File: config.mk
export PLATFORM = sky130hd
export DESIGN_NAME = encoder_4to2_sync
export DESIGN_NICKNAME = d
export VERILOG_FILES = /design/src/rtl/encoder_4to2_sync.sv
export SDC_FILE = /design/constraint.sdc
export NUM_CORES = 1
export LEC_CHECK = 0
export CAP_MARGIN = 20
export CORE_MARGIN = 2
export CORE_UTILIZATION = 25
export CTS_CLUSTER_DIAMETER = 200
export DETAILED_ROUTE_END_ITERATION = 6
export SLEW_MARGIN = 10
export SYNTH_ARGS = -nofsm -noshare
export SYNTH_HDL_FRONTEND = slang
export SYNTH_SLANG_ARGS = --single-unit
File: constraint.sdc
create_clock -name clk -period 3.8 [get_ports clk]
set_input_delay 0.38 -clock clk [delete_from_list [all_inputs] [get_ports clk]]
set_output_delay 0.38 -clock clk [all_outputs]
set_load 0.03 [all_outputs]
File: src/rtl/encoder_4to2_sync.sv
// Synchronous 4-to-2 priority encoder: synchronizes raw request lines, waits for a stable
// press, presents one encoded event under valid/ready, then waits for a stable release.
module encoder_4to2_sync #(
   parameter int STABLE_CYCLES = 4
) (
   input  logic       clk,
   input  logic       rst,
   input  logic       enable,
   input  logic [3:0] d,
   input  logic       ready,
   output logic [1:0] y,
   output logic       multi,
   output logic       valid,
   output logic       busy
);

   localparam logic [1:0] IDLE    = 2'd0;
   localparam logic [1:0] SETTLE  = 2'd1;
   localparam logic [1:0] PRESENT = 2'd2;
   localparam logic [1:0] RELEASE = 2'd3;

   localparam logic [7:0] STABLE = 8'(STABLE_CYCLES);

   logic [3:0] s1;
   logic [3:0] s2;
   logic [3:0] cap;
   logic [7:0] cnt;
   logic [1:0] state;
   logic [1:0] cap_idx;
   logic       cap_multi;

   // NOTE: non-blocking assignments make s2 take s1's previous value, giving two real flop stages.
   always_ff @(posedge clk or posedge rst) begin
      if (rst) begin
         s1 <= 4'b0000;
         s2 <= 4'b0000;
      end else begin
         s1 <= d;
         s2 <= s1;
      end
   end

   always_comb begin
      // NOTE: every output of this block gets a default first, so no path can infer a latch.
      cap_idx   = 2'd0;
      cap_multi = ((cap & (cap - 4'd1)) != 4'd0);
      if (cap[3])      cap_idx = 2'd3;
      else if (cap[2]) cap_idx = 2'd2;
      else if (cap[1]) cap_idx = 2'd1;
   end

   // y and multi are loaded only on PRESENT entry so they stay stable after acceptance.
   always_ff @(posedge clk or posedge rst) begin
      if (rst) begin
         state <= IDLE;
         cap   <= 4'b0000;
         cnt   <= 8'd0;
         y     <= 2'd0;
         multi <= 1'b0;
         valid <= 1'b0;
      end else begin
         case (state)
            IDLE: begin
               if (enable && (s2 != 4'b0000)) begin
                  state <= SETTLE;
                  cap   <= s2;
                  cnt   <= 8'd1;
               end
            end
            SETTLE: begin
               if (!enable || (s2 == 4'b0000)) begin
                  state <= IDLE;
                  cnt   <= 8'd0;
               end else if (s2 != cap) begin
                  // A changed pattern restarts the count, even on the edge that would qualify.
                  cap <= s2;
                  cnt <= 8'd1;
               end else if (cnt == STABLE) begin
                  state <= PRESENT;
                  y     <= cap_idx;
                  multi <= cap_multi;
                  valid <= 1'b1;
               end else begin
                  cnt <= cnt + 8'd1;
               end
            end
            PRESENT: begin
               if (ready) begin
                  state <= RELEASE;
                  valid <= 1'b0;
                  cnt   <= 8'd0;
               end
            end
            RELEASE: begin
               if (s2 != 4'b0000) begin
                  cnt <= 8'd0;
               end else if ((cnt + 8'd1) == STABLE) begin
                  state <= IDLE;
                  cnt   <= 8'd0;
               end else begin
                  cnt <= cnt + 8'd1;
               end
            end
            default: begin
               state <= IDLE;
               valid <= 1'b0;
               cnt   <= 8'd0;
            end
         endcase
      end
   end

   assign busy = (state != IDLE);

endmodule

Yosys cells after proc, flatten, opt, wreduce, memory -nomap -nowiden
Index checks and enable logic that the tools add are counted.
Storage, ports and cells
  register bits after elaboration: 26
  output and inout port bits: 5
Cells by class
  $add $sub $neg: 2
  equal/unequal tests: 17
  mux-type cells: 28
  bitwise operators: 3
  reductions and logical operators: 15
Operators with widths (count)
  $mux W8: 7
  $pmux W8 S4: 1
  $mux W2: 9
  $eq A8 B3 Y1 const B: 2
  $ne A2 B2 Y1 const B: 8
  $mux W4: 3
  $add A8 B1 Y8 const B: 1
  $pmux W2 S4: 1
  $pmux W4 S2: 1
  $reduce_and A4 Y1: 2
  $reduce_bool A4 Y1: 2
  $ne A3 B3 Y1 const B: 2
  $reduce_and A6 Y1: 1
  $reduce_bool A2 Y1: 3
  $mux W1: 5
  $reduce_and A5 Y1: 1
  $and A4 B4 Y4: 1
  $eq A2 B2 Y1 const B: 2
  $logic_not A4 Y1: 1
  $ne A4 B4 Y1: 1
  $ne A4 B4 Y1 const B: 1
  $sub A4 B1 Y4 const B: 1
  $reduce_and A3 Y1: 1
  $eq A2 B1 Y1 const B: 1
  other kinds (6): 7

Logic depth before layout (Yosys ltp)
  depth in word-level cells: 5
  mapped depth: 8

Worst setup path after synthesis
Ideal clock, no wire load.
  path kind: flip-flop to flip-flop
  start point: register cap[3]
  end point: register cnt[6]
  setup time: 0.066 ns
  arrival: 1.904 ns
  required time: 3.734 ns
  path slack: 1.829 ns
  cell stages (with the launch flop): 8
  cells stage by stage: dfrtp_1 -> xor2_1 -> or4_1 -> clkbuf_2 -> or3_1 -> buf_6 -> nand2_4 -> a22o_1
Between the ends
  longest elaborated chain between the ends: 4
  elaborated cells between the ends (all ways): 6
  classes of those cells: 2 x eq/ne; 3 x mux; 1 x reduce/logical
Ends and longest elaborated chain
  from (decl): RTL line 26  | logic [3:0] cap;
  from (signal assigned): RTL line 56  | cap <= 4'b0000;
  from (signal assigned): RTL line 66  | cap <= s2;
  from (signal assigned): RTL line 76  | cap <= s2;
  $ne A4 B4 Y1 *: RTL line 74  | end else if (s2 != cap) begin
  $mux W8: RTL line 74
  $mux W8: RTL line 71  | if (!enable || (s2 == 4'b0000)) begin
  $pmux W8 S4: RTL line 62  | case (state)
  to (signal assigned): RTL line 84  | cnt <= cnt + 8'd1;
  to (signal assigned): RTL line 101  | cnt <= cnt + 8'd1;
  to (decl): RTL line 27  | logic [7:0] cnt;
Mark *: on every way between the ends. The rest lies on a longest branch, timed or not.
A chain may end at the register's enable or synchronous reset.

Worst setup path after layout
Ends and elaborated chain as after synthesis.

==> results.json <==
{
  "status": "complete, no violations",
  "grt-busiest-layer": "met2",
  "syn_nets": 132,
  "dr.pass1.iters": 6,
  "synthTopCellsByCount": "26 x dfrtp_1, 10 x o21ai_0, 8 x a21oi_1, 8 x nand2_1, 7 x nor2_1",
  "cts_setup_buffers": 0,
  "die_area_um2": 5610,
  "fin_util_pct": 32.1,
  "place.gp.congestion": 0.861,
  "drive_above_1_share_pct": 7.41,
  "ctsHoldBuffers": 0,
  "vdd_drop_max_v": 0.000155,
  "rows": 25,
  "powerDensity_nw_per_um2": 548,
  "num_io_pins": 13,
  "ys_async_sr_fraction_pct": 100,
  "rsz0062_at_grt": "no",
  "critPathCaptureType": "register",
  "hold_path_class": "reg -> reg",
  "synth_ff_type": "dfrtp_1",
  "fin_nets": 146,
  "htreeDepth": 1,
  "cts_buffers": 3,
  "synth_edf_count": 0,
  "cp_data_arrival_time_ns": 2.38,
  "maxSlewHeadroom_pct": 62.1,
  "fin_crit_sh_pct": 56.9,
  "postSynthAreaPerCell_um2": 10.3,
  "synth_top_area_share_pct": 51.8,
  "worstSetupPathType": "reg -> reg",
  "die_y_um": 74.9,
  "core-area_um2": 4790,
  "yosysSeqAreaShare_pct": 51.8,
  "p_leak_nw": 0.658,
  "cts_tree": "built",
  "dr_total_vias": 967,
  "fillers": 472,
  "synthToLayoutAreaGrowth_pct": 22.2,
  "cts_sinks": 26,
  "fin_skew_ns": 0.00182,
  "synthTopCellsByArea": "dfrtp_1 52%, o21ai_0 4.0%, xor2_1 3.5%",
  "setup_tns_ns": 0,
  "cp-start-kind": "register",
  "syn_area_um2": 1260,
  "globalRouteMet2Util_pct": 14.1,
  "cts_buffer_depth": 2,
  "grt_pass1_wl_um": 3950,
  "met1_usage_pct": 11.6,
  "grtUsageMet3_pct": 2.28,
  "setup_violations": 0,
  "drc": 0,
  "ff_latch_area_um2": 651,
  "grt_max_degree": 27,
  "detail_route.vias_per_cell": 4.79,
  "clkSlewWorstSetupHoldPaths_ns": 0.09,
  "synth_area_leader_cell": "dfrtp_1",
  "finalCriticalPeriod_ns": 2.16,
  "io_buffers": 12,
  "ys_warn_count": 0,
  "place_hpwl_um": 1720,
  "syn_inst": 122,
  "antenna_found_initial": 0,
  "synth_cell_types": 37,
  "wl_um": 2350,
  "die_w_um": 74.9,
  "wl_per_cell_um": 11.6,
  "ant_nets": 0,
  "cts-resized-gates": 0,
  "finalHoldViolations": 0,
  "drt_iter0_markers": 59,
  "antennaDiodeCount": 0,
  "first_global_vias": 866,
  "ys_seq_elements": 26,
  "max_freq_mhz": 463,
  "tightest_slew_ns": 0.563,
  "cp_max_fo": 8,
  "cp.required_ns": 4.02,
  "drv_cap": 0,
  "yosysMostFrequentCell": "dfrtp_1",
  "clock_latency_ns": 0.27,
  "multiInputGateArea_um2": 563,
  "grt_overflow": 0,
  "start_util_pct": 26.2,
  "track_usage_pct": 9.30,
  "report.final.slew_viol_count": 0,
  "root_buffer": "clkbuf_8"
}
[worst paths after layout]
| path | startpoint | endpoint | slack (ns) | cells past startpoint |
|---|---|---|---|---|
| worst min register to register | s1[1]$_DFF_PP0_ | s2[1]$_DFF_PP0_ | 0.35 | 0 |
| min in group asynchronous | rst | cnt[1]$_DFFE_PP0P_ | 0.37 | 2 |
| max in group asynchronous | rst | y[0]$_DFFE_PP0P_ | 3.02 | 3 |
| worst min-delay path | s1[1]$_DFF_PP0_ | s2[1]$_DFF_PP0_ | 0.35 | 0 |
| worst max register to register | cap[3]$_DFFE_PP0P_ | cnt[6]$_DFFE_PP0P_ | 1.64 | 5 |
| worst max-delay path | cap[3]$_DFFE_PP0P_ | cnt[6]$_DFFE_PP0P_ | 1.64 | 5 |
[cell type report]
class | instances | share of cell area, %
Clock buffer | 3 | 2.69
Inverter | 5 | 1.22
Multi-Input combinational cell | 87 | 36.7
Clock inverter | 1 | 1.96
Sequential cell | 26 | 42.4
Tap cell | 67 | 5.46
Timing Repair Buffer | 13 | 9.62
[report_power, final]
part           switching (mW)  total (mW)  internal [mW]
registers              0.0614       0.381          0.320
logic                   0.125       0.233          0.108
clock network          0.0865       0.228          0.141
[metal layers]
layer  wire length [µm]  vias up  part of all wire (%)
met3                113        7                   4.8
met4                 80        0                   3.4
met2               1060       29                    45
li1                   -      474                     -
met1               1100      457                    47
met5                  0        -                     0
[cells in the final DEF, fill, tap and decap left out, types with 5 or more instances in the layout]
cell type / Yosys / layout
o21ai_0: 10 / 10
clkdlybuf4s50_1: 0 / 12
dfrtp_1: 26 / 26
nand3_1: 6 / 6
a21oi_1: 8 / 8
and3_1: 5 / 5
inv_1: 5 / 5
xor2_1: 5 / 5
nand2_1: 8 / 8
nor2_1: 7 / 7
[flip-flops by register name (all words and copies together), names as in the netlist, named ones only]
signal	cells
cap	4
y	2
s1	4
state	1
multi	1
valid	1
cnt	8
s2	4
[cell families after synthesis]
logic type                 synth area share [%]
xor gates and xnor gates                   4.18
AOI/OAI and AO/OA                          18.3
adders and majority gates                  1.99
buffers and inverters                      3.39
and+or+nand+nor                            17.6
muxes                                      2.69
DFF                                        51.8
[through the flow]
stage,setup slack (ns),instances,hold WS (ns),cell area (µm²),power (mW)
floorplan,1.83,122,0.331,1260,0.550
global placement,1.63,197,0.338,1440,0.608
detailed placement,1.46,197,0.336,1440,0.615
CTS,1.65,201,0.357,1510,0.845
global route,1.46,202,0.373,1540,0.894
finish,1.64,202,0.354,1540,0.842
[worst max-delay path, cell delays in order, from the launching register on]
cell and delay [ns]:
dfrtp_1 0.44, xor2_1 0.19, or4_1 0.65, or3_1 0.54
nand2_4 0.14, a22o_1 0.14
Note: power is estimated with default switching activity, not from simulation.
